[src/rtl/multicycle_control.sv]
// Main control FSM for the multicycle RISC-V datapath: sequences fetch, decode,
// execute, memory and writeback, and drives datapath selects, enables and ALUOp.
module multicycle_control (
  input  logic       clk,
  input  logic       rst,
  input  logic [6:0] op,
  input  logic       zero,
  input  logic       mem_ready,
  output logic [1:0] ALUOp,
  output logic [1:0] ALUSrcA,
  output logic [1:0] ALUSrcB,
  output logic [1:0] ResultSrc,
  output logic [1:0] ImmSrc,
  output logic       AdrSrc,
  output logic       IRWrite,
  output logic       PCWrite,
  output logic       RegWrite,
  output logic       MemWrite,
  output logic       illegal_op,
  output logic [3:0] state
);

  typedef enum logic [3:0] {
    FETCH    = 4'd0,
    DECODE   = 4'd1,
    MEMADR   = 4'd2,
    MEMREAD  = 4'd3,
    MEMWB    = 4'd4,
    MEMWRITE = 4'd5,
    EXECR    = 4'd6,
    EXECI    = 4'd7,
    ALUWB    = 4'd8,
    BEQ      = 4'd9,
    JAL      = 4'd10
  } state_t;

  localparam logic [6:0] OP_LW   = 7'b0000011;
  localparam logic [6:0] OP_SW   = 7'b0100011;
  localparam logic [6:0] OP_R    = 7'b0110011;
  localparam logic [6:0] OP_I    = 7'b0010011;
  localparam logic [6:0] OP_BEQ  = 7'b1100011;
  localparam logic [6:0] OP_JAL  = 7'b1101111;

  state_t state_reg;
  state_t state_next;
  state_t dec_state;

  logic pc_update;
  logic branch;
  logic ir_write;
  logic reg_write;
  logic mem_write;
  logic illegal;

  always_ff @(posedge clk) begin
    if (rst) begin
      state_reg <= FETCH;
    end else begin
      state_reg <= state_next;
    end
  end

  // While in reset the selects show FETCH values even if the register still
  // holds a mid-instruction state.
  assign dec_state = rst ? FETCH : state_reg;

  always_comb begin
    state_next = FETCH;
    ALUOp      = 2'b00;
    ALUSrcA    = 2'b00;
    ALUSrcB    = 2'b00;
    ResultSrc  = 2'b00;
    AdrSrc     = 1'b0;
    pc_update  = 1'b0;
    branch     = 1'b0;
    ir_write   = 1'b0;
    reg_write  = 1'b0;
    mem_write  = 1'b0;
    illegal    = 1'b0;
    case (dec_state)
      FETCH: begin
        ALUSrcB    = 2'b10;
        ResultSrc  = 2'b10;
        ir_write   = mem_ready;
        pc_update  = mem_ready;
        state_next = mem_ready ? DECODE : FETCH;
      end
      DECODE: begin
        ALUSrcA = 2'b01;
        ALUSrcB = 2'b01;
        case (op)
          OP_LW, OP_SW: state_next = MEMADR;
          OP_R:         state_next = EXECR;
          OP_I:         state_next = EXECI;
          OP_BEQ:       state_next = BEQ;
          OP_JAL:       state_next = JAL;
          default: begin
            state_next = FETCH;
            illegal    = 1'b1;
          end
        endcase
      end
      MEMADR: begin
        ALUSrcA    = 2'b10;
        ALUSrcB    = 2'b01;
        state_next = (op == OP_LW) ? MEMREAD : MEMWRITE;
      end
      MEMREAD: begin
        AdrSrc     = 1'b1;
        state_next = mem_ready ? MEMWB : MEMREAD;
      end
      MEMWB: begin
        ResultSrc  = 2'b01;
        reg_write  = 1'b1;
        state_next = FETCH;
      end
      MEMWRITE: begin
        AdrSrc     = 1'b1;
        mem_write  = 1'b1;
        state_next = mem_ready ? FETCH : MEMWRITE;
      end
      EXECR: begin
        ALUSrcA    = 2'b10;
        ALUOp      = 2'b10;
        state_next = ALUWB;
      end
      EXECI: begin
        ALUSrcA    = 2'b10;
        ALUSrcB    = 2'b01;
        ALUOp      = 2'b10;
        state_next = ALUWB;
      end
      ALUWB: begin
        reg_write  = 1'b1;
        state_next = FETCH;
      end
      BEQ: begin
        ALUSrcA    = 2'b10;
        ALUOp      = 2'b01;
        branch     = 1'b1;
        state_next = FETCH;
      end
      JAL: begin
        ALUSrcA    = 2'b01;
        ALUSrcB    = 2'b10;
        pc_update  = 1'b1;
        state_next = ALUWB;
      end
      default: state_next = FETCH;
    endcase
  end

  always_comb begin
    case (op)
      OP_LW, OP_I: ImmSrc = 2'b00;
      OP_SW:       ImmSrc = 2'b01;
      OP_BEQ:      ImmSrc = 2'b10;
      OP_JAL:      ImmSrc = 2'b11;
      default:     ImmSrc = 2'b00;
    endcase
  end

  assign IRWrite    = ~rst & ir_write;
  assign PCWrite    = ~rst & (pc_update | (branch & zero));
  assign RegWrite   = ~rst & reg_write;
  assign MemWrite   = ~rst & mem_write;
  assign illegal_op = ~rst & illegal;
  assign state      = state_reg;

endmodule

[config.mk]
export PLATFORM = sky130hd
export DESIGN_NAME = multicycle_control
export DESIGN_NICKNAME = d
export VERILOG_FILES = /design/src/rtl/multicycle_control.sv
export SDC_FILE = /design/constraint.sdc
export NUM_CORES = 1
export LEC_CHECK = 0
export BUFFER_PORTS_ARGS = -buffer_cell sky130_fd_sc_hd__buf_2
export CAP_MARGIN = 20
export CORE_AREA = 2 2 39 41
export CTS_BUF_LIST = sky130_fd_sc_hd__clkbuf_16
export CTS_CLUSTER_DIAMETER = 60
export DETAILED_ROUTE_END_ITERATION = 6
export DIE_AREA = 0 0 41 43
export PLACE_DENSITY = 0.82
export RECOVER_POWER = 100
export SYNTH_ARGS = -nofsm -noshare
export SYNTH_HDL_FRONTEND = slang
export SYNTH_SLANG_ARGS = --single-unit
[constraint.sdc]
create_clock -name clk -period 2.1 [get_ports clk]
set_input_delay 0.21 -clock clk [delete_from_list [all_inputs] [get_ports clk]]
set_output_delay 0.21 -clock clk [all_outputs]
set_load 0.1 [all_outputs]
==> out/qor.yml, run 1 <==
outcome: "complete, no violations"
cts_tree: "yes"
core_region_area_sq_mm: 0.00138
dp.final_hpwl_mm: 1.34
number_of_cell_instances_on_the_worst_register_to_register_path: 4
synth.net_count: 100
power.leakage_nw: 0.392
ys_seq_area_frac: 0.139
post_synth_mux_area_share: 0
synth_cell_types: 36
synthesis.area_sq_um: 577
number_of_flip_flops_in_the_largest_register: 4
dp_slack_ps: 285
critPathMaxFanout: 19
post_synth_main_area_contributors: "dfxtp_1 (14%), nor3_1 (7.8%), nor2_1 (7.8%)"
arrival_ps: 1770
average_wire_length_per_cell_after_detail_routing_um: 13.5
postCtsSetupRepairBufs: 0
die-height_um: 43
max_cap_violations: 0
synthAdderAreaFrac: 0
clk-insertion-delay-late_ps: 220
finalHoldViolations: 0
grt_start_max_net_pins: 20
dr_total_vias: 759
peakVddDrop_mv: 0.612
main_combinational_cell_family_by_area_after_synthesis: "simple AND/OR/NAND/NOR gates"
final-seq-area_sq_um: 95.1
final_min_period_over_clock_period: 0.943
post_synthesis_to_final_layout_area_growth_pct: 58.8
drt_first_iter_violations: 9
fillCellCount: 132
critical_path.endpoint_type: "output pin"
htreeDepth: 1
finalWorstSetupSlack_ps: 119
dieArea_sq_mm: 0.00176
hold_path_stages: 3
post-synth-top-area-cell: "dfxtp_1"
antenna_found_initial: 0
first_pass_iters: 4
finalSetupViolCount: 0
final_skew_ps: 3.23
drc: 0
grtUsageTotal: 0.226
routed_vias_inst: 5.75
grt_overflow_total: 0
grt_first_pass_wirelength_mm: 2.74
totalPowerFinal_mw: 0.515
synth_area_per_cell_sq_um: 6.48
tritoncts_num_sinks: 4
timing.critical_path.required_ps: 1890
chipWidth_um: 41
total_cts_buffers: 3
initial_core_util: 0.417
drt.antenna.violating_nets: 0
synth-seq-cells: 4
top_level_ports: 31
vias_in_the_first_global_route: 676
synth_simple_gate_area_share: 0.490
n_antenna_cell: 0
unrepaired_setup_endpoints_after_global_routing: "false"
maxSlewHeadroom: 0.232
std_cell_rows: 14
path_class: "reg2out"
final_period_minus_worst_setup_slack_ps: 1980
drt_wl_total_mm: 1.78
timing_worst_slew_pin_value_ps: 1160
min-delay-path-class: "in2reg"
synth_compound_area_frac: 0.245
clkTransAtPathRegs_ps: 30
post_cts_resize_count: 0
clk_path_buf_depth: 2
share_of_cells_above_drive_strength_1: 0.431
final_max_slew_viol_count: 0
final_net_count: 129
synth_largest_type_area_fraction: 0.139
finalSetupTns_ps: 0
holdBufCountCts: 0
yosysWarnings: 0
cts_root_buf: "clkbuf_16"
area_of_the_multi_input_gates_sq_um: 563
synth_cells: 89
buffer_ports.inserted: 30
worst_setup_path_start_kind: "register"
routabilityCongestion: 0.828
cell_area_power_density_mw_per_mm2: 562
xor_xnor_share_of_the_synthesized_area: 0.0607
max_freq_mhz: 505
-- cells by family after synthesis --
group	count (synthesis)
AO/OA/AOI/OAI	20
AND/OR/NAND/NOR	52
XOR/XNOR	4
flip-flops	4
buffers and inverters	9
-- cell type report --
| class | instances | area share |
|---|---|---|
| Multi-Input combinational cell | 76 | 0.615 |
| Timing Repair Buffer | 31 | 0.169 |
| Sequential cell | 4 | 0.104 |
| Clock buffer | 3 | 0.0820 |
| Tap cell | 16 | 0.0219 |
| Inverter | 2 | 0.00820 |
-- critical path: stages, from the launching register on --
cell and delay (ps):
dfxtp_4 460, nor2b_1 340, a21oi_1 160, nor3_4 110, clkbuf_2 470
-- power by group --
part	switching, mW	leakage, nW	internal, mW
combinational	0.105	0.319	0.0351
sequential	0.00587	0.0355	0.0739
clock	0.0519	0.0370	0.243
total	0.162	0.392	0.352
-- cell usage in the layout (no fill, tap or decap), types with 2 or more instances in the layout --
cell type | synthesis | routed
clkbuf_2 | 0 | 14
buf_2 | 3 | 11
nor2_1 | 12 | 9
nand2_1 | 8 | 7
nor3_4 | 0 | 6
a21oi_1 | 6 | 6
and3_1 | 5 | 4
dfxtp_4 | 0 | 4
nor3_1 | 9 | 3
nand2b_1 | 3 | 3
clkbuf_16 | 0 | 3
clkbuf_1 | 2 | 3
nand3_1 | 2 | 2
inv_1 | 2 | 2
a21o_1 | 2 | 2
nor2b_1 | 3 | 2
xor2_1 | 2 | 2
xnor2_1 | 2 | 2
nor2_4 | 0 | 2
nor3b_1 | 3 | 2
-- layer usage --
metal | global-route usage | part of all wire | vias to the layer above
li1 | - | - | 383
met1 | 0.255 | 0.41 | 355
met2 | 0.391 | 0.54 | 21
met3 | 0.0628 | 0.050 | 0
met4 | 0.0600 | 0 | 0
met5 | 0 | 0 | -
-- cells in the mapped netlist --
| master | count |
|---|---|
| inv_1 | 2 |
| nand2_1 | 8 |
| or4_4 | 1 |
| nand4b_1 | 1 |
| or2_1 | 1 |
| buf_1 | 2 |
| buf_2 | 3 |
| nor3b_1 | 3 |
| o211a_1 | 1 |
| xnor2_1 | 2 |
| a31o_2 | 1 |
| o211ai_1 | 1 |
| o21ai_0 | 1 |
| a21o_1 | 2 |
| a211oi_1 | 1 |
| nand3_1 | 2 |
| nor3_2 | 1 |
| nand2b_1 | 3 |
| or3_1 | 1 |
| o211ai_2 | 1 |
| nand4bb_1 | 1 |
| a22oi_1 | 1 |
| a21boi_0 | 1 |
| a31oi_1 | 1 |
| a221oi_1 | 1 |
| nor2_1 | 12 |
| a21oi_1 | 6 |
| nor3_1 | 9 |
| and3_1 | 5 |
| dfxtp_1 | 4 |
| o221ai_1 | 1 |
| nand3b_1 | 1 |
| clkbuf_1 | 2 |
| o22ai_1 | 1 |
| nor2b_1 | 3 |
| xor2_1 | 2 |
-- worst paths after layout --
check | from | end | slack (ps)
hold reg to reg | state[1]$_SDFF_PP0_ | state[3]$_SDFF_PP0_ | 590
setup reg to reg | state[1]$_SDFF_PP0_ | state[1]$_SDFF_PP0_ | 570
setup / recovery | state[1]$_SDFF_PP0_ | ALUSrcA[0] | 120
hold / removal | op[4] | state[2]$_SDFF_PP0_ | 350
-- stage by stage --
step / hold WS [ps] / area [sq um] / instances / utilization
6_report: 353 / 916 / 132 / 0.662
5_1_grt: 356 / 916 / 132 / 0.662
3_5_place_dp: 580 / 862 / 129 / 0.623
4_1_cts: 358 / 937 / 132 / 0.677
2_1_floorplan: 368 / 714 / 89 / -
3_3_place_gp: 575 / 862 / 129 / 0.623
Note: power is estimated with default switching activity, not from simulation.
==> run 2, diff against run 1 <==
==> constraint.sdc (replaced) <==
create_clock -name clk -period 2.1 [get_ports clk]
set_input_delay 0.315 -clock clk [delete_from_list [all_inputs] [get_ports clk]]
set_output_delay 0.315 -clock clk [all_outputs]
set_load 0.1 [all_outputs]
==> run 2 against run 1 <==
Net effect: worst hold slack gained 73 ps; final cell count grew 0.76%; via count grew 2.0%; sequential cell count is the same; largest power group unchanged; sequential share of layout area shrank 0.49 points; largest cell class unchanged.
==> out/qor.yml, run 2 (same netlist as run 1, synthesis figures left out) <==
outcome: "complete, no violations"
dr_total_vias: 774
final_min_period_over_clock_period: 0.952
finalSetupTns_ps: 0
dp.final_hpwl_mm: 1.29
finalWorstSetupSlack_ps: 101
routed_vias_inst: 5.82
timing.critical_path.required_ps: 1780
post_layout_instance_area_sq_um: 961
clk_path_buf_depth: 2
std_cell_rows: 14
drt_wl_total_mm: 1.79
n_antenna_cell: 0
cts_tree: "yes"
die-height_um: 43
first_pass_iters: 4
dp_slack_ps: 258
share_of_cells_above_drive_strength_1: 0.479
tritoncts_num_sinks: 4
buffer_ports.inserted: 30
mostFrequentLayoutCells: "clkbuf_2 (15), buf_2 (10), nor2_1 (9)"
postCtsSetupRepairBufs: 0
core_region_area_sq_mm: 0.00138
dieArea_sq_mm: 0.00176
max_freq_mhz: 500
final-instance-count-excl-fill: 133
unrepaired_setup_endpoints_after_global_routing: "false"
cts_root_buf: "clkbuf_16"
grt_start_max_net_pins: 20
critical_path.endpoint_type: "output pin"
maxSlewHeadroom: 0.637
chipWidth_um: 41
drc: 0
grtUsageTotal: 0.234
grt_first_pass_wirelength_mm: 2.89
antenna_found_initial: 0
detailed_place.area_sq_um: 941
placedCellCount: 130
post_cts_resize_count: 0
final_period_minus_worst_setup_slack_ps: 2000
top_level_ports: 31
postLayoutCoreUtil: 0.694
routabilityCongestion: 0.799
number_of_flip_flops_in_the_largest_register: 4
holdBufCountCts: 0
power.leakage_nw: 0.410
peakVddDrop_mv: 0.582
min-delay-path-class: "in2reg"
finalHoldViolations: 0
average_wire_length_per_cell_after_detail_routing_um: 13.5
finalSetupViolCount: 0
initial_core_util: 0.417
vias_in_the_first_global_route: 720
drt_first_iter_violations: 16
max_cap_violations: 0
clk-insertion-delay-late_ps: 220
drt.antenna.violating_nets: 0
grt_overflow_total: 0
htreeDepth: 1
layout.cells.most_common: "clkbuf_2"
worst_setup_path_start_kind: "register"
final_max_slew_viol_count: 0
timing_worst_slew_pin_value_ps: 547
critPathMaxFanout: 19
arrival_ps: 1680
path_class: "reg2out"
final_net_count: 130
final_skew_ps: 1.75
post_synthesis_to_final_layout_area_growth_pct: 66.6
clkTransAtPathRegs_ps: 30
total_cts_buffers: 3
cell_area_power_density_mw_per_mm2: 540
==> run 2: routing by layer <==
layer / global-route usage / share of wire / up-vias
li1: - / - / 382
met3: 0.0890 / 0.073 / 0
met2: 0.413 / 0.53 / 35
met4: 0.0533 / 0 / 0
met1: 0.245 / 0.40 / 357
met5: 0 / 0 / -
==> run 2: through the flow <==
step	total power, mW	hold WS [ps]
3_3_place_gp	0.230	576
2_1_floorplan	0.191	473
6_report	0.518	426
5_1_grt	0.542	441
3_5_place_dp	0.232	589
4_1_cts	0.531	421
==> run 2: worst max-delay path, cell delays in order, from the launching register on <==
cell	delay [ps]
dfxtp_4	400
nand2b_1	250
nor2_1	140
a21oi_1	80
nor3_4	120
clkbuf_2	470
==> run 2: area by class of cell <==
cell class / count / area, sq um
timing repair buffer: 32 / 190
fill: 114 / 423
clock buffer: 3 / 75.1
sequential: 4 / 95.1
tap: 16 / 20.0
inverter: 2 / 7.51
multi-input combinational: 76 / 573
==> run 2: path summary, 6_finish.rpt <==
kind,start,to,slack [ps],cells past startpoint
min,rst,state[3]$_SDFF_PP0_,430,2
max,state[1]$_SDFF_PP0_,ALUSrcA[0],100,5
max reg2reg,state[1]$_SDFF_PP0_,state[1]$_SDFF_PP0_,490,5
min reg2reg,state[1]$_SDFF_PP0_,state[3]$_SDFF_PP0_,590,2
==> run 2: report_power, final <==
group / internal, mW / switching (mW)
Combinational: 0.0401 / 0.106
Clock: 0.243 / 0.0501
Sequential: 0.0739 / 0.00568
